===== src/rtl/rgb_fx_if.sv =====
// Control and colour bundle between the effect engine and its driver.
// master drives mode/rate/freeze/enables; slave returns R/G/B/tick.
interface rgb_fx_if #(
  parameter int CW = 3,
  parameter int RW = 4
);
  logic [1:0]    mode;
  logic [RW-1:0] rate;
  logic          freeze;
  logic          Radd;
  logic          Gadd;
  logic          Badd;
  logic [CW-1:0] R;
  logic [CW-1:0] G;
  logic [CW-1:0] B;
  logic          tick;

  modport master (
    output mode, rate, freeze,
    output Radd, Gadd, Badd,
    input  R, G, B, tick
  );

  modport slave (
    input  mode, rate, freeze,
    input  Radd, Gadd, Badd,
    output R, G, B, tick
  );
endinterface


===== src/rtl/rgb_fx_engine.sv =====
// Colour-effect generator: solid, blink, triangle fade, colour cycle.
// Ports: tenH_clk, reset (async high), fx (rgb_fx_if.slave).
module rgb_fx_engine #(
  parameter int CW = 3,
  parameter int RW = 4
) (
  input  logic    tenH_clk,
  input  logic    reset,
  rgb_fx_if.slave fx
);

  typedef enum logic [1:0] {
    M_SOLID = 2'b00,
    M_BLINK = 2'b01,
    M_FADE  = 2'b10,
    M_CYCLE = 2'b11
  } mode_t;

  typedef enum logic {
    D_UP   = 1'b0,
    D_DOWN = 1'b1
  } dir_t;

  localparam logic [CW-1:0] MAX = '1;

  logic [RW-1:0] cnt, cnt_n;
  logic [CW-1:0] lvl, lvl_n;
  dir_t          dir, dir_n;
  logic [2:0]    idx, idx_n;
  mode_t         mode_q, mode_n;

  logic          chg;
  logic          itick;
  logic [2:0]    en;
  logic [2:0]    msk;
  logic [CW-1:0] r_n, g_n, b_n;

  always_ff @(posedge tenH_clk or posedge reset) begin
    if (reset) begin
      cnt    <= '0;
      lvl    <= '0;
      dir    <= D_UP;
      idx    <= '0;
      mode_q <= M_SOLID;
      fx.R   <= '0;
      fx.G   <= '0;
      fx.B   <= '0;
      fx.tick <= 1'b0;
    end else begin
      cnt    <= cnt_n;
      lvl    <= lvl_n;
      dir    <= dir_n;
      idx    <= idx_n;
      mode_q <= mode_n;
      fx.R   <= r_n;
      fx.G   <= g_n;
      fx.B   <= b_n;
      fx.tick <= itick;
    end
  end

  always_comb begin
    cnt_n  = cnt;
    lvl_n  = lvl;
    dir_n  = dir;
    idx_n  = idx;
    mode_n = mode_q;
    chg    = (mode_t'(fx.mode) != mode_q);
    itick  = 1'b0;

    if (chg) begin
      mode_n = mode_t'(fx.mode);
      cnt_n  = '0;
      dir_n  = D_UP;
      idx_n  = '0;
      lvl_n  = (mode_t'(fx.mode) == M_SOLID) ? MAX : '0;
    end else if (!fx.freeze) begin
      // >= so a rate lowered under cnt still ends the period next edge
      itick = (cnt >= fx.rate);
      cnt_n = itick ? '0 : cnt + RW'(1);
      unique case (1'b1)
        (mode_q == M_SOLID): lvl_n = MAX;
        (mode_q == M_BLINK): begin
          if (itick)
            lvl_n = (lvl == '0) ? MAX : '0;
        end
        (mode_q == M_FADE): begin
          if (itick) begin
            if (dir == D_UP) begin
              if (lvl == MAX) begin
                lvl_n = MAX - CW'(1);
                dir_n = D_DOWN;
              end else begin
                lvl_n = lvl + CW'(1);
              end
            end else begin
              if (lvl == '0) begin
                lvl_n = CW'(1);
                dir_n = D_UP;
              end else begin
                lvl_n = lvl - CW'(1);
              end
            end
          end
        end
        (mode_q == M_CYCLE): begin
          if (itick)
            idx_n = (idx == 3'd6) ? 3'd0 : idx + 3'd1;
        end
        default: ;
      endcase
    end
  end

  always_comb begin
    en  = {fx.Radd, fx.Gadd, fx.Badd};
    msk = (en == 3'b000) ? 3'b111 : en;
    r_n = '0;
    g_n = '0;
    b_n = '0;
    if (mode_n == M_CYCLE) begin
      unique case (idx_n)
        3'd0:    msk = 3'b100;
        3'd1:    msk = 3'b010;
        3'd2:    msk = 3'b001;
        3'd3:    msk = 3'b110;
        3'd4:    msk = 3'b011;
        3'd5:    msk = 3'b101;
        default: msk = 3'b111;
      endcase
      r_n = msk[2] ? MAX : '0;
      g_n = msk[1] ? MAX : '0;
      b_n = msk[0] ? MAX : '0;
    end else begin
      r_n = msk[2] ? lvl_n : '0;
      g_n = msk[1] ? lvl_n : '0;
      b_n = msk[0] ? lvl_n : '0;
    end
  end

endmodule


===== src/flat_wrapper.sv =====
// flat-port wrapper written by rule: the top's interface ports become plain ports
module rgb_fx_engine_flat 
#(
  parameter int CW = 3,
  parameter int RW = 4
)
  (tenH_clk, reset, fx_mode, fx_rate, fx_freeze, fx_Radd, fx_Gadd, fx_Badd, fx_R, fx_G, fx_B, fx_tick);
  rgb_fx_if #(.CW(CW), .RW(RW)) fx_i ();
  input  logic tenH_clk;
  input  logic reset;
  input wire logic [$bits(fx_i.mode)-1:0] fx_mode;
  input wire logic [$bits(fx_i.rate)-1:0] fx_rate;
  input wire logic [$bits(fx_i.freeze)-1:0] fx_freeze;
  input wire logic [$bits(fx_i.Radd)-1:0] fx_Radd;
  input wire logic [$bits(fx_i.Gadd)-1:0] fx_Gadd;
  input wire logic [$bits(fx_i.Badd)-1:0] fx_Badd;
  output wire logic [$bits(fx_i.R)-1:0] fx_R;
  output wire logic [$bits(fx_i.G)-1:0] fx_G;
  output wire logic [$bits(fx_i.B)-1:0] fx_B;
  output wire logic [$bits(fx_i.tick)-1:0] fx_tick;
  assign fx_i.mode = fx_mode;
  assign fx_i.rate = fx_rate;
  assign fx_i.freeze = fx_freeze;
  assign fx_i.Radd = fx_Radd;
  assign fx_i.Gadd = fx_Gadd;
  assign fx_i.Badd = fx_Badd;
  assign fx_R = fx_i.R;
  assign fx_G = fx_i.G;
  assign fx_B = fx_i.B;
  assign fx_tick = fx_i.tick;
  rgb_fx_engine #(.CW(CW), .RW(RW)) u_core (.tenH_clk(tenH_clk), .reset(reset), .fx(fx_i));
endmodule

===== config.mk =====
export PLATFORM = sky130hd
export DESIGN_NAME = rgb_fx_engine_flat
export DESIGN_NICKNAME = d
export VERILOG_FILES = /design/src/rtl/rgb_fx_if.sv /design/src/rtl/rgb_fx_engine.sv /design/src/flat_wrapper.sv
export SDC_FILE = /design/constraint.sdc
export NUM_CORES = 1
export LEC_CHECK = 0
export BUFFER_PORTS_ARGS = -buffer_cell sky130_fd_sc_hd__buf_2
export CORE_MARGIN = 3
export CORE_UTILIZATION = 56
export CTS_CLUSTER_SIZE = 8
export DETAILED_ROUTE_END_ITERATION = 7
export HOLD_SLACK_MARGIN = 0.03
export PLACE_DENSITY = 0.9
export SYNTH_ARGS = -nofsm -noshare
export SYNTH_HDL_FRONTEND = slang
export SYNTH_SLANG_ARGS = --single-unit
export TNS_END_PERCENT = 50

===== constraint.sdc =====
create_clock -name tenH_clk -period 5.45 [get_ports tenH_clk]
set_clock_uncertainty 0.2 [all_clocks]
set_input_delay 1.09 -clock tenH_clk [delete_from_list [all_inputs] [get_ports tenH_clk]]
set_output_delay 1.09 -clock tenH_clk [all_outputs]
set_load 0.1 [all_outputs]

**Word level (Yosys, flattened, before mapping)**

Cells that the tools add are included.
W data, S select, Z words.

- Bitwise gates (word level): 0
- Reductions and logical operators: 8
- Eq/ne operators: 13
- Add/sub/neg operators: 4
- Muxes and demuxes: 40
- Divide/modulo/power cells: 0
- Multipliers: 0
- Shift operators: 0
- $lt $le $gt $ge: 1

Operators by type and width:

| cell | count |
|---|---|
| $mux W3 | 25 |
| $pmux W3 S6 | 1 |
| $eq A3 B3 Y1 const B | 4 |
| $mux W4 | 3 |
| $logic_not A3 Y1 | 3 |
| $mux W1 | 9 |
| $pmux W3 S3 | 1 |
| $add A3 B1 Y3 const B | 2 |
| $eq A2 B2 Y1 const B | 3 |
| $eq A3 B2 Y1 const B | 2 |
| $add A4 B1 Y4 const B | 1 |
| $ge A4 B4 Y1 | 1 |
| $logic_not A2 Y1 | 2 |
| $reduce_bool A2 Y1 | 2 |
| $eq A3 B1 Y1 const B | 1 |
| $reduce_and A3 Y1 | 1 |
| $sub A3 B1 Y3 const B | 1 |
| $eq A2 B1 Y1 const B | 1 |
| $mux W2 | 1 |
| $ne A2 B1 Y1 const B | 1 |
| $ne A2 B2 Y1 | 1 |

- Bits in writable memories: 0
- Output and inout port bits: 10
- Word-level logic and storage cells: 75
- Memories kept: 0
- Bits in read-only memories: 0
- Bits in registers: 23
- Bits in latches: 0

**Longest topological paths before layout**

Gate-level depths: netlist of the first run.

- Word-level depth: 11
- Mapped depth: 9
- Gate-level depth less buffers: 8

**Worst setup path after synthesis of the first run**

Ideal clock, no wire load.

- Path type: input -> register
- Start: input port fx_rate[2]
- End: register u_core.fx.R[0]
- Slack: 2,642 ps
- Arrival time: 2,473 ps
- Cell stages on the path: 9
- Buffers on the path: 1
- Library setup time: 135 ps
- Data required time: 5,115 ps
- Cell sequence: inv_1 ha_1 o21ai_0 nand2b_1 and3_1 buf_4 nor4b_1 o41a_1 o21ai_0

- Cells in the longest elaborated chain, start to end: 10
- Elaborated cells between the ends (all ways): 21

RTL lines:

| item | RTL line | text |
|---|---|---|
| start, declared | flat_wrapper.sv:12 | `input wire logic [$bits(fx_i.rate)-1:0] fx_rate;` |
| $ge A4 B4 Y1 (*) | rgb_fx_engine.sv:79 | `itick = (cnt >= fx.rate);` |
| $mux W3 | rgb_fx_engine.sv:107 | `if (itick)` |
| $mux W3 | rgb_fx_engine.sv:81 | `unique case (1'b1)` |
| $mux W3 | rgb_fx_engine.sv:77 | `end else if (!fx.freeze) begin` |
| $mux W3 | rgb_fx_engine.sv:71 | `if (chg) begin` |
| $eq A3 B3 Y1, or another cell as far along | rgb_fx_engine.sv:122 | `unique case (idx_n)` |
| $pmux W3 S6 | rgb_fx_engine.sv:122 |  |
| $mux W3 | rgb_fx_engine.sv:121 | `if (mode_n == M_CYCLE) begin` |
| $mux W3 | rgb_fx_engine.sv:131 | `r_n = msk[2] ? MAX : '0;` |
| $mux W3 (*) | rgb_fx_engine.sv:121 |  |
| via u_core.r_n[0] | rgb_fx_engine.sv:36 | `logic [CW-1:0] r_n, g_n, b_n;` |
| end signal, assigned | rgb_fx_engine.sv:55 | `fx.R <= r_n;` |
| end, declared | rgb_fx_if.sv:27 | `output R, G, B, tick` |

The timed path passes the listed nets; every way through them passes the cells marked *. The select of a mux whose other input is x is not followed.
A chain may end at the register's enable or synchronous reset.

**Worst setup path after layout of the first run**

- Start: input port fx_rate[2]
- End: register u_core.fx.G[1]

- Cells in the longest elaborated chain, start to end: 10
- Elaborated cells between the ends (all ways): 21

RTL lines:

| item | RTL line | text |
|---|---|---|
| $ge A4 B4 Y1 (*) | rgb_fx_engine.sv:79 |  |
| $mux W3 | rgb_fx_engine.sv:107 |  |
| $mux W3 | rgb_fx_engine.sv:81 |  |
| $mux W3 | rgb_fx_engine.sv:77 |  |
| $mux W3 | rgb_fx_engine.sv:71 |  |
| $eq A3 B3 Y1, or another cell as far along | rgb_fx_engine.sv:122 |  |
| $pmux W3 S6 | rgb_fx_engine.sv:122 |  |
| $mux W3 | rgb_fx_engine.sv:121 |  |
| $mux W3 | rgb_fx_engine.sv:132 | `g_n = msk[1] ? MAX : '0;` |
| $mux W3 (*) | rgb_fx_engine.sv:121 |  |
| via u_core.g_n[1] | rgb_fx_engine.sv:36 |  |
| end signal, assigned | rgb_fx_engine.sv:56 | `fx.G <= g_n;` |
| end, declared | rgb_fx_if.sv:27 |  |

Marked as above.

==> impl_summary.txt, run 1 <==
----------------------------------------------------
[Synthesis]
  Area share of and/or/nand/nor cells after synthesis ... 19.86%
  Fraction of synthesized area in multiplexers ... 0.6329%
  Most used DFF post-synth ... dfrtp_1
  Compound-cell area share of the yosys netlist ... 26.82%
  Yosys warns ... 0
  Syn Inst Count ... 184
  Avg Cell Area, Syn ... 8.595 sq um
  XOR/XNOR share of the synthesized area ... 1.661%
  Post-synth top area share ... 36.39%
  Async set-or-reset flop fraction in the synthesized netlist ... 100.0%
  Area contributors post-synth ... dfrtp_1 36%, ha_1 6.3%, o21ai_0 5.7%, nor2_1 3.8%, inv_1 3.3%
  Adder and majority gate portion of the synthesized area ... 6.329%
  Number of enable flip-flop cells after synthesis ... 0
  Cell Area, Synth ... 0.001582 sq mm
  Sequential-to-total area share from yosys stat ... 36.39%
  Largest family of logic cells by synthesized area ... compound AO/OA/AOI/OAI gates
  Flip-flop and latch count after synthesis ... 23
  Commonest cells in the synthesized netlist ... 23 x dfrtp_1, 18 x o21ai_0, 16 x nor2_1
  Synth Net Count ... 204
  Cell variety after synth ... 49
  Most frequently used cell type in the post-synthesis netlist ... dfrtp_1
  Synth area leader ... dfrtp_1

[GRT]
  Total congestion overflow ... 0
  Aggregate global-route resource usage ... 22.76%
  Maximum number of pins on one net before global-route repair ... 24
  Global-route wire length before repair ... 6.161 mm
  Number of global-route vias before repair ... 1359
  Initial antenna violation count ... 0

[STA]
  Fmax achieved ... 349.7 MHz
  Final Max Slew Viols ... 0
  Total Neg Setup Slack ... 0 ps
  Unrepaired setup endpoints after global routing ... no
  Period Utilization, post-route ... 52.47%
  Final period demand of the worst path ... 2860 ps
  Setup-failing EPs final ... 0
  Max_slew headroom ... 41.40%
  Pin slew with the least headroom to its limit ... 878.1 ps
  Final hold violation count ... 0

[Setup path]
  Arrival time reported for the critical path endpoint ... 2840 ps
  Critical path start-end classification ... input port to register
  Crit-path max cell delay ... 360 ps
  Endpoint required time on the critical path ... 5430 ps
  Kind of cell with the highest combined delay on the critical path ... compound AO/OA/AOI/OAI gates
  Category of the worst setup path launch point ... input port
  Crit path max fanout ... 9
  Total buffers and inverters traversed by the critical path ... 2
  Standard cell with the maximum stage delay on the critical path ... a21oi_1
  Critical Path Sink Type ... register
  Worst path cell trace ... buf_2 > inv_1 > ha_1 > o21ai_0 > nand2b_1 > and3_1 > xnor2_1 > a21oi_1 > o22ai_1

[Place]
  Final Wtd Congestion ... 0.9303
  Sum of net half-perimeters after detailed placement ... 2.600 mm
  Number of I/O port buffers ... 21

[Flow run]
  Max cap viols ... 0

[CTS]
  Longest Clk Path Bufs ... 2
  Root buffer cell ... clkbuf_4
  Level count of the clock H-tree ... 1
  Sink Count ... 23
  Clock transition at path regs ... 130 ps
  Inserted Clock Buffers ... 3
  Post-CTS repair timing setup buffer count ... 0
  Post-CTS sizing ... 0
  Count of hold buffers inserted by post-cts repair ... 0
  Clock tree from TritonCTS ... built
  Worst-Skew Late Latency ... 310 ps

[Routing]
  Via count ... 1424
  DRC violations left ... 0
  Final ANT Viol Nets ... 0
  Post-detailed-routing wire length ... 3.593 mm
  Per-cell routed wire length ... 15.76 microns
  Number of iterations in the first detailed-routing pass ... 4
  DRC marker count from the first detailed-route iteration ... 100
  Via density per instance ... 6.246

[Pwr]
  Power, Total ... 397.6 uW
  Leakage Power ... 0.7740 nW
  Max IR drop VDD ... 0.0002392 V
  Power density cells ... 237.9 mW/mm^2

[Cells and area]
  Area occupied by registers ... 575.6 sq um
  Diodes inserted ... 0
  Fill cells ... 209
  Number of nets in the layout ... 219
  Utilization after layout ... 64.54%
  Area of the multi-input gates ... 874.6 sq um
  Layout overhead on the synthesized area ... 5.696%
  Share of cells above drive strength 1 ... 16.67%

[Floorplanning]
  Starting Density ... 61.06%
  Number of I/O pins ... 22
  Core area ... 0.002590 sq mm
  Placement Rows ... 18
  Die height ... 59.14 microns
  DIE WIDTH ... 59.14 microns
  Total die area ... 0.003498 sq mm

[Min path]
  Hold WC Path Type ... register to register

[Run status]
  Status ... complete, no violations

----------------------------------------------------
==> metal layers <==
layer / wire length (microns) / part of all wire [%] / GRT usage [%]
met1: 1534 / 43 / 30.84
met5: 0 / 0 / 0
met2: 1783 / 50 / 38.17
met3: 241 / 6.7 / 2.614
met4: 35 / 0.97 / 6.796
==> report_power, final <==
part	switching (mW)	internal, mW	leakage (nW)	total (mW)
registers	0.00995	0.181	0.303	0.191
clock network	0.0520	0.0286	0.0150	0.0806
logic	0.0942	0.0322	0.456	0.126
total	0.156	0.241	0.774	0.398
==> placed cells by master (no fill, tap or decap), drive strengths merged, types with 2 or more instances in the layout <==
cell and count:
dfrtp 23, o21ai 22, buf 21, nor2 18, inv 14, nand2 14, a21oi 10, ha 8
nor2b 7, nand2b 6, a31oi 6, nand3 4, nor3 4, clkbuf 4, xnor2 3, a21o 3
o22ai 3, nand3b 2, a21boi 2, a211oi 2, nor4b 2, o21bai 2
==> worst register-to-register path, stage by stage, from the launching register on <==
cell and delay (ps):
dfrtp_1 400, inv_1 90, ha_1 280, nor2b_1 50
o21ai_1 260, and3_1 410, xnor2_1 130, a21oi_1 360
o22ai_1 160
==> path summary, 6_finish.rpt <==
path                                from        endpoint  slack (ps)  cells past startpoint
setup / recovery              fx_rate[2]  u_core.fx.G[1]        2590                      9
hold / removal             u_core.cnt[3]   u_core.cnt[3]         360                      2
hold reg to reg            u_core.cnt[3]   u_core.cnt[3]         360                      2
min in group asynchronous          reset   u_core.cnt[3]         740                      2
max in group asynchronous          reset  u_core.fx.R[1]        3780                      2
setup reg to reg           u_core.cnt[0]  u_core.fx.G[1]        2990                      8
==> area by class of cell <==
type	instances	share of cell area (%)
flip-flops and latches	23	34.43
multi-input cells	136	52.32
well taps	30	2.246
clock buffers	4	1.572
repair buffers	21	6.287
inverters	14	3.144
==> cell families after synthesis <==
family                   Yosys count
AO/OA/AOI/OAI                     63
AND/OR/NAND/NOR                   61
XOR/XNOR                           3
multiplexers                       1
adder cells (fa/ha/maj)            8
buffers and inverters             25
flip-flops                        23
==> per-stage QoR <==
| stage | std cells | setup WS [ps] | cell area, sq um | hold slack, ps |
|---|---|---|---|---|
| floorplan | 184 | 2642 | 1582 | 318.6 |
| global placement | 224 | 2348 | 1645 | 350.5 |
| detailed placement | 224 | 2267 | 1645 | 346.9 |
| CTS | 228 | 2590 | 1672 | 364.1 |
| global route | 228 | 2360 | 1672 | 408.7 |
| finish | 228 | 2590 | 1672 | 359.1 |
==> registers in the layout, summed over array words and instances (netlist names) <==
name            count
u_core.dir          1
u_core.fx.R         3
u_core.idx          3
u_core.fx.G         3
u_core.fx.tick      1
u_core.cnt          4
u_core.fx.B         3
u_core.mode_q       2
u_core.lvl          3
Note: power is estimated with default switching activity, not from simulation.
==> inputs of run 2 (changes only) <==
ABC_AREA = 1   (was unset)
clock period = 2.7 ns   (was 5.45 ns; I/O delays follow)
==> run 2 against run 1 <==
Compared with the run above: design area down 2.0%; clock power up 100%; hold slack worse by 180 ps; largest power group unchanged; sequential share of layout area up 0.71 points; highest routed layer unchanged; area after synthesis down 5.3%; critical path depth up 2; core utilization up 0.97 points; sequential power up 99%; power up 100%; critical path type is now register to register; combinational power up 110%.
==> impl_summary.txt, run 2 <==
----------------------------------------------------
[CTS]
  Count of hold buffers inserted by post-cts repair ... 0 (unchanged)
  Root buffer cell ... clkbuf_4
  Inserted Clock Buffers ... 3 (unchanged)
  Clock tree from TritonCTS ... built
  Level count of the clock H-tree ... 1 (unchanged)
  Sink Count ... 23 (unchanged)
  Post-CTS sizing ... 0 (unchanged)
  Clock transition at path regs ... 130 ps (about the same)
  Longest Clk Path Bufs ... 2 (unchanged)
  Worst-Skew Late Latency ... 310 ps (about the same)
  Post-CTS repair timing setup buffer count ... 0 (unchanged)

[Cells and area]
  Register with the most flip-flops ... u_core.cnt
  Largest register FFs ... 4 (unchanged)
  Layout overhead on the synthesized area ... 9.357%
  Area occupied by registers ... 575.6 sq um (unchanged)
  Commonest non-fill, non-tap cell in the layout ... nand2_1
  Diodes inserted ... 0 (unchanged)
  Area of the multi-input gates ... 753.2 sq um (-14%)
  Commonest cells after routing, fill and taps aside ... 51 x nand2_1, 32 x inv_1, 23 x dfrtp_1
  Post-Layout Inst Area ... 0.001638 sq mm (-2.0%)
  Number of nets in the layout ... 233 (+6.4%)
  Share of cells above drive strength 1 ... 23.58% (+6.9 points)
  Fill cells ... 195 (-6.7%)

[Synthesis]
  Commonest cells in the synthesized netlist ... 51 x nand2_1, 32 x inv_1, 23 x dfrtp_1
  Flip-flop and latch count after synthesis ... 23 (unchanged)
  Yosys warns ... 0 (unchanged)
  Cell variety after synth ... 31 (-37%)
  Fraction of synthesized area in multiplexers ... 0% (-0.63 points)
  XOR/XNOR share of the synthesized area ... 2.840% (+1.2 points)
  Synth Net Count ... 211 (+3.4%)
  Largest family of logic cells by synthesized area ... simple AND/OR/NAND/NOR gates
  Most frequently used cell type in the post-synthesis netlist ... nand2_1
  Number of enable flip-flop cells after synthesis ... 0 (unchanged)
  Synth area leader ... dfrtp_1
  Area share of and/or/nand/nor cells after synthesis ... 31.91% (+12 points)
  Syn Inst Count ... 191 (+3.8%)
  Sequential-to-total area share from yosys stat ... 38.43% (+2.0 points)
  Compound-cell area share of the yosys netlist ... 8.855% (-18 points)
  Async set-or-reset flop fraction in the synthesized netlist ... 100.0% (unchanged)
  Avg Cell Area, Syn ... 7.841 sq um (-8.8%)
  Post-synth top area share ... 38.43% (+2.0 points)
  Most used DFF post-synth ... dfrtp_1
  Area contributors post-synth ... dfrtp_1 38%, nand2_1 13%, inv_1 8.0%, ha_1 6.7%, nand3_1 5.3%
  Adder and majority gate portion of the synthesized area ... 6.683% (+0.35 points)
  Cell Area, Synth ... 0.001498 sq mm (-5.3%)

[Run status]
  Status ... complete, no violations

[Setup path]
  Minimum setup slack among reg-to-reg paths ... 430 ps (-2560 ps)
  Critical Path Sink Type ... register
  End point of the critical path ... u_core.fx.R[2]
  Crit. Startpoint ... u_core.cnt[3]
  Number of cells on the worst reg-to-reg path ... 11 (+3)
  Crit path max fanout ... 14 (+5)
  Category of the worst setup path launch point ... register
  Worst flop-to-flop path startpoint ... u_core.cnt[3]
  Arrival time reported for the critical path endpoint ... 2280 ps (-560 ps)
  Capture instance of the worst register-to-register path ... u_core.fx.R[2]
  Endpoint required time on the critical path ... 2720 ps (-2710 ps)
  Critical path start-end classification ... register to register

[Floorplanning]
  Starting Density ... 59.91% (-1.2 points)
  Core area ... 0.002500 sq mm (-3.5%)
  Die height ... 57.72 microns (-2.4%)
  DIE WIDTH ... 57.72 microns (-2.4%)
  Number of I/O pins ... 22 (unchanged)
  Total die area ... 0.003331 sq mm (-4.8%)
  Placement Rows ... 18 (unchanged)

[Routing]
  DRC violations left ... 0 (unchanged)
  Post-detailed-routing wire length ... 3.035 mm (-16%)
  Via count ... 1281 (-10%)
  Per-cell routed wire length ... 12.54 microns (-20%)
  Number of iterations in the first detailed-routing pass ... 4 (unchanged)
  Via density per instance ... 5.293 (-15%)
  DRC marker count from the first detailed-route iteration ... 63 (-37%)
  Final ANT Viol Nets ... 0 (unchanged)

[Pwr]
  Power density cells ... 490.1 mW/mm^2 (+110%)
  Leakage Power ... 0.9759 nW (+26%)
  Switching Share ... 39.87% (+0.59 points)
  Clock share of power ... 20.0% (-0.3 points)
  Comb power frac ... 32.6% (+0.8 points)
  Sequential share of power ... 47.4% (-0.5 points)
  Net switching power ... 320.1 uW (+100%)
  Max IR drop VDD ... 0.0004503 V (+88%)
  Internal Dissipation ... 482.7 uW (+100%)

[GRT]
  Grt met3 use ... 4.454% (+1.8 points)
  GR Util met2 ... 34.52% (-3.7 points)
  GRT Max-Usage Layer ... met2
  Met1 GRT Util ... 25.90% (-4.9 points)
  Maximum number of pins on one net before global-route repair ... 24 (unchanged)
  Global-route wire length before repair ... 5.278 mm (-14%)
  Initial antenna violation count ... 0 (unchanged)
  Number of global-route vias before repair ... 1261 (-7.2%)
  Total congestion overflow ... 0 (unchanged)
  Aggregate global-route resource usage ... 20.43% (-2.3 points)

[Place]
  Sum of net half-perimeters after detailed placement ... 2.373 mm (-8.7%)
  Number of I/O port buffers ... 21 (unchanged)
  Area after DPL ... 0.001610 sq mm (-2.1%)
  Final Wtd Congestion ... 0.9304 (about the same)

[STA]
  Total Neg Setup Slack ... 0 ps (unchanged)
  Period Utilization, post-route ... 84.02%
  Final Max Slew Viols ... 0 (unchanged)
  Final period demand of the worst path ... 2269 ps
  Final hold violation count ... 0 (unchanged)
  Unrepaired setup endpoints after global routing ... no
  Max_slew headroom ... 42.69% (+1.3 points)
  Pin slew with the least headroom to its limit ... 858.7 ps (-19.36 ps)
  Fmax achieved ... 440.8 MHz
  Setup-failing EPs final ... 0 (unchanged)

[Flow run]
  Max cap viols ... 0 (unchanged)

[Min path]
  Hold WC Path Type ... input port to async pin

----------------------------------------------------
==> run 2: changes by cell type after synthesis, sizes merged, moves of 3 or more <==
cell / before / now
a31oi: 6 / 2
a21oi: 10 / 6
inv: 14 / 35
a21o: 3 / 0
nor2b: 7 / 0
nor3: 4 / 1
o21ai: 22 / 9
buf: 8 / 2
nand2b: 6 / 0
nand2: 14 / 63
nor2: 18 / 8
nand3: 4 / 19
==> run 2: stage by stage <==
| stage | total power [mW] | utilization (%) | hold slack [ps] | worst slack [ps] | instances |
|---|---|---|---|---|---|
| after CTS | 0.8042 | 65.52 | 181.4 | 442.3 | 242 |
| after global placement | 0.6412 | 64.41 | 371.8 | 283.0 | 238 |
| after global routing | 0.8431 | 65.52 | 179.2 | 294.6 | 242 |
| after floorplan | 0.5976 | - | 319.8 | 577.8 | 191 |
| final | 0.8027 | 65.52 | 176.5 | 431.5 | 242 |
| after detailed placement | 0.6463 | 64.41 | 382.8 | 204.0 | 238 |
==> run 2: worst min-delay path by stage <==
| stage | start | endpoint | slack (ps) | depth (start not counted) |
|---|---|---|---|---|
| finish | reset | u_core.cnt[2] | 180 | 2 |
| floorplan | u_core.cnt[3] | u_core.cnt[3] | 320 | 2 |
| global placement | u_core.cnt[3] | u_core.cnt[3] | 370 | 2 |
| global route | fx_mode[0] | u_core.mode_q[0] | 180 | 1 |
| CTS | fx_mode[0] | u_core.mode_q[0] | 180 | 1 |
| detailed placement | u_core.cnt[3] | u_core.cnt[3] | 380 | 2 |
==> run 2: kinds of logic (layout without fill, tap and decap cells) <==
family / after synthesis / after routing
adder cells (fa/ha/maj): 8 / 8
XOR/XNOR: 4 / 4
AO/OA/AOI/OAI: 22 / 22
AND/OR/NAND/NOR: 95 / 95
flip-flops: 23 / 23
buffers and inverters: 39 / 60
==> run 2: worst max-delay path, cell delays in order (launching register included) <==
cell and delay [ps]:
dfrtp_1 440, ha_1 320, a21oi_1 170, nand3_2 260, nand3b_1 230, nand2_4 90, nor2_4 120, nand2_2 80
nand3_2 80, nand2_2 50, nand2_2 70, nand2_1 50
==> run 2: area by class of cell <==
class,count,share of cell area [%]
tap,30,2.292
sequential,23,35.14
multi-input combinational,129,45.99
timing repair buffer,21,6.417
inverter,35,8.480
clock inverter,1,0.3056
clock buffer,3,1.375
==> run 2: power by group through the flow <==
| stage | Clock [mW] | Sequential (mW) | Combinational [mW] |
|---|---|---|---|
| 2_1_floorplan | 0 | 0.471 | 0.127 |
| 3_3_place_gp | 0 | 0.386 | 0.255 |
| 6_report | 0.161 | 0.380 | 0.262 |
| 3_5_place_dp | 0 | 0.387 | 0.260 |
| 5_1_grt | 0.174 | 0.383 | 0.286 |
| 4_1_cts | 0.163 | 0.380 | 0.261 |
==> run 2: per-layer routing <==
layer	vias up	routed length (microns)
li1	647	-
met1	583	1342
met2	46	1464
met3	5	192
met4	0	35
met5	-	0
==> inputs of run 3 (changes only) <==
CORE_UTILIZATION = 51   (was 56)
PLACE_DENSITY = 0.87   (was 0.9)
clock period = 1.9 ns   (was 2.7 ns; I/O delays follow)
==> run 3 against run 2 <==
Compared with the run above: the run now ends with negative setup slack left; design area grew 15%; sequential cell count is the same; sequential power grew 42%; routed wire length grew 9.7%; first-iteration DRC count shrank 3.2%; critical path type unchanged.
==> impl_summary.txt, run 3 (synthesis gave the netlist of run 2 again) <==
----------------------------------------------------
[STA]
  Pin slew with the least headroom to its limit ... 492.5 ps (-366.2 ps)
  Final hold violation count ... 0 (unchanged)
  Setup-failing EPs final ... 11 (+11)
  Final period demand of the worst path ... 2080 ps (-188.5 ps)
  Max_slew headroom ... 67.39% (+25 points)
  Post-route setup slack ... -180.0 ps (-611.5 ps)
  Total Neg Setup Slack ... -1391 ps (-1391 ps)
  Fmax achieved ... 480.8 MHz (+9.1%)
  Worst hold margin ... 168.2 ps (-8.264 ps)
  Period Utilization, post-route ... 109.5% (+25 points)
  Unrepaired setup endpoints after global routing ... yes
  Final Max Slew Viols ... 0 (unchanged)

[CTS]
  Root buffer cell ... clkbuf_4
  Clock tree from TritonCTS ... built
  Clock transition at path regs ... 130 ps (about the same)
  Longest Clk Path Bufs ... 2 (unchanged)
  Worst-Skew Late Latency ... 320 ps (about the same)
  Sink Count ... 23 (unchanged)
  Inserted Clock Buffers ... 3 (unchanged)
  Level count of the clock H-tree ... 1 (unchanged)

[GRT]
  Maximum number of pins on one net before global-route repair ... 24 (unchanged)
  Number of global-route vias before repair ... 1393 (+10%)
  Initial antenna violation count ... 0 (unchanged)
  Aggregate global-route resource usage ... 21.92% (+1.5 points)
  Total congestion overflow ... 0 (unchanged)
  Global-route wire length before repair ... 6.044 mm (+15%)

[Cells and area]
  Number of nets in the layout ... 250 (+7.3%)
  Share of cells above drive strength 1 ... 34.93% (+11 points)
  Commonest non-fill, non-tap cell in the layout ... nand2_1
  Utilization after layout ... 67.88% (+2.4 points)
  Fill cells ... 201 (+3.1%)
  Register with the most flip-flops ... u_core.cnt
  Non-filler instance count after layout ... 260 (+7.4%)
  Commonest cells after routing, fill and taps aside ... 43 x nand2_1, 29 x inv_1, 23 x dfrtp_1
  Largest register FFs ... 4 (unchanged)
  Post-Layout Inst Area ... 0.001888 sq mm (+15%)
  Layout overhead on the synthesized area ... 26.07%
  Diodes inserted ... 0 (unchanged)

[Run status]
  Status ... finished with violations
  Violations in the final reports ... negative setup slack

[Routing]
  Per-cell routed wire length ... 12.80 microns (+2.1%)
  Final ANT Viol Nets ... 0 (unchanged)
  Via density per instance ... 5.235 (-1.1%)
  DRC violations left ... 0 (unchanged)
  Via count ... 1361 (+6.2%)
  DRC marker count from the first detailed-route iteration ... 61 (-3.2%)
  Post-detailed-routing wire length ... 3.328 mm (+9.7%)
  Number of iterations in the first detailed-routing pass ... 4 (unchanged)

[Min path]
  Hold WC Path Type ... input port to register

[Setup path]
  Crit-path max cell delay ... 440 ps (about the same)
  End point of the critical path ... u_core.fx.G[0]
  Worst path most repeated cell ... nand2_1
  Critical Path Sink Type ... register
  Critical path start-end classification ... register to register
  Crit. Startpoint ... u_core.cnt[2]
  Standard cell with the maximum stage delay on the critical path ... dfrtp_1
  Crit path max fanout ... 8 (-6)
  Category of the worst setup path launch point ... register
  Minimum setup slack among reg-to-reg paths ... -180 ps (-610 ps)
  Endpoint required time on the critical path ... 1920 ps (-800 ps)
  Arrival time reported for the critical path endpoint ... 2100 ps (-180 ps)
  Number of cells on the worst reg-to-reg path ... 10 (-1)
  Capture instance of the worst register-to-register path ... u_core.fx.G[0]
  Worst path cell trace ... ha_4 > nand4_1 > nand3_4 > nand2_1 > nand2_1 > nand2_2 > nor2_4 > nand2_4 > o21ai_4 > nand2_1
  Worst flop-to-flop path startpoint ... u_core.cnt[2]

[Floorplanning]
  Core area ... 0.002781 sq mm (+11%)
  Die height ... 60.19 microns (+4.3%)
  Starting Density ... 53.85% (-6.1 points)
  Total die area ... 0.003623 sq mm (+8.8%)
  Placement Rows ... 19 (+1)
  Number of I/O pins ... 22 (unchanged)
  DIE WIDTH ... 60.19 microns (+4.3%)

[Place]
  Post-Place Setup Slack ... -324.0 ps (-528.1 ps)
  Final Wtd Congestion ... 0.8951 (-3.8%)
  Number of cells after detailed placement ... 249 (+4.6%)
  Sum of net half-perimeters after detailed placement ... 2.415 mm (+1.8%)
  Area after DPL ... 0.001703 sq mm (+5.7%)
  Number of I/O port buffers ... 21 (unchanged)

[Flow run]
  Max cap viols ... 0 (unchanged)

[Pwr]
  Max IR drop VDD ... 0.0004728 V (+5.0%)
  Power density cells ... 631.4 mW/mm^2 (+29%)
  Power, Total ... 1.192 mW (+48%)
  Leakage Power ... 1.060 nW (+8.6%)

----------------------------------------------------
## run 3: layer usage
layer | vias up | GRT usage, % | wire, microns
met2 | 55 | 37.19 | 1660
li1 | 676 | - | -
met4 | 0 | 4.747 | 35
met3 | 6 | 3.888 | 216
met1 | 624 | 29.01 | 1415
met5 | - | 0 | 0
## run 3: timing repair
item | 4_1_cts | 5_1_grt
setup buffers | 3 | 1
hold endpoints to repair | 25 | 0
setup endpoints to repair | 13 | 13
pin swaps | 12 | 7
resized for setup | 14 | 8
hold buffers | 3 | 0
## run 3: final cells by class
type | instances | area (sq um) | area share (%)
Inverter | 35 | 141.4 | 7.488
Multi-Input combinational cell | 129 | 860.8 | 45.59
Tap cell | 31 | 38.79 | 2.054
Sequential cell | 23 | 575.6 | 30.48
Timing Repair Buffer | 38 | 244.0 | 12.92
Clock buffer | 3 | 22.52 | 1.193
Clock inverter | 1 | 5.005 | 0.2651
## run 3: how the worst min path moves through the flow
stage | depth (start not counted) | slack [ps] | startpoint | to
after floorplan | 1 | 180 | reset | u_core.cnt[0]
after global placement | 3 | 230 | reset | u_core.mode_q[0]
after detailed placement | 3 | 240 | reset | u_core.mode_q[0]
after CTS | 3 | 160 | fx_freeze | u_core.cnt[1]
after global routing | 3 | 220 | fx_freeze | u_core.cnt[1]
final | 3 | 170 | fx_freeze | u_core.cnt[1]
## run 3: worst max-delay path: cells and delay by family, from the launching register on
family / cells / cell delay, ps
adders and majority gates: 1 / 280
DFF: 1 / 440
AOI/OAI and AO/OA: 1 / 180
and+or+nand+nor: 8 / 860
## run 3: power by group
group,switching (mW),leakage (nW),total (mW),internal [mW]
clock,0.153,0.0177,0.232,0.0789
sequential,0.0190,0.304,0.540,0.521
combinational,0.303,0.739,0.421,0.118
total,0.475,1.06,1.19,0.717
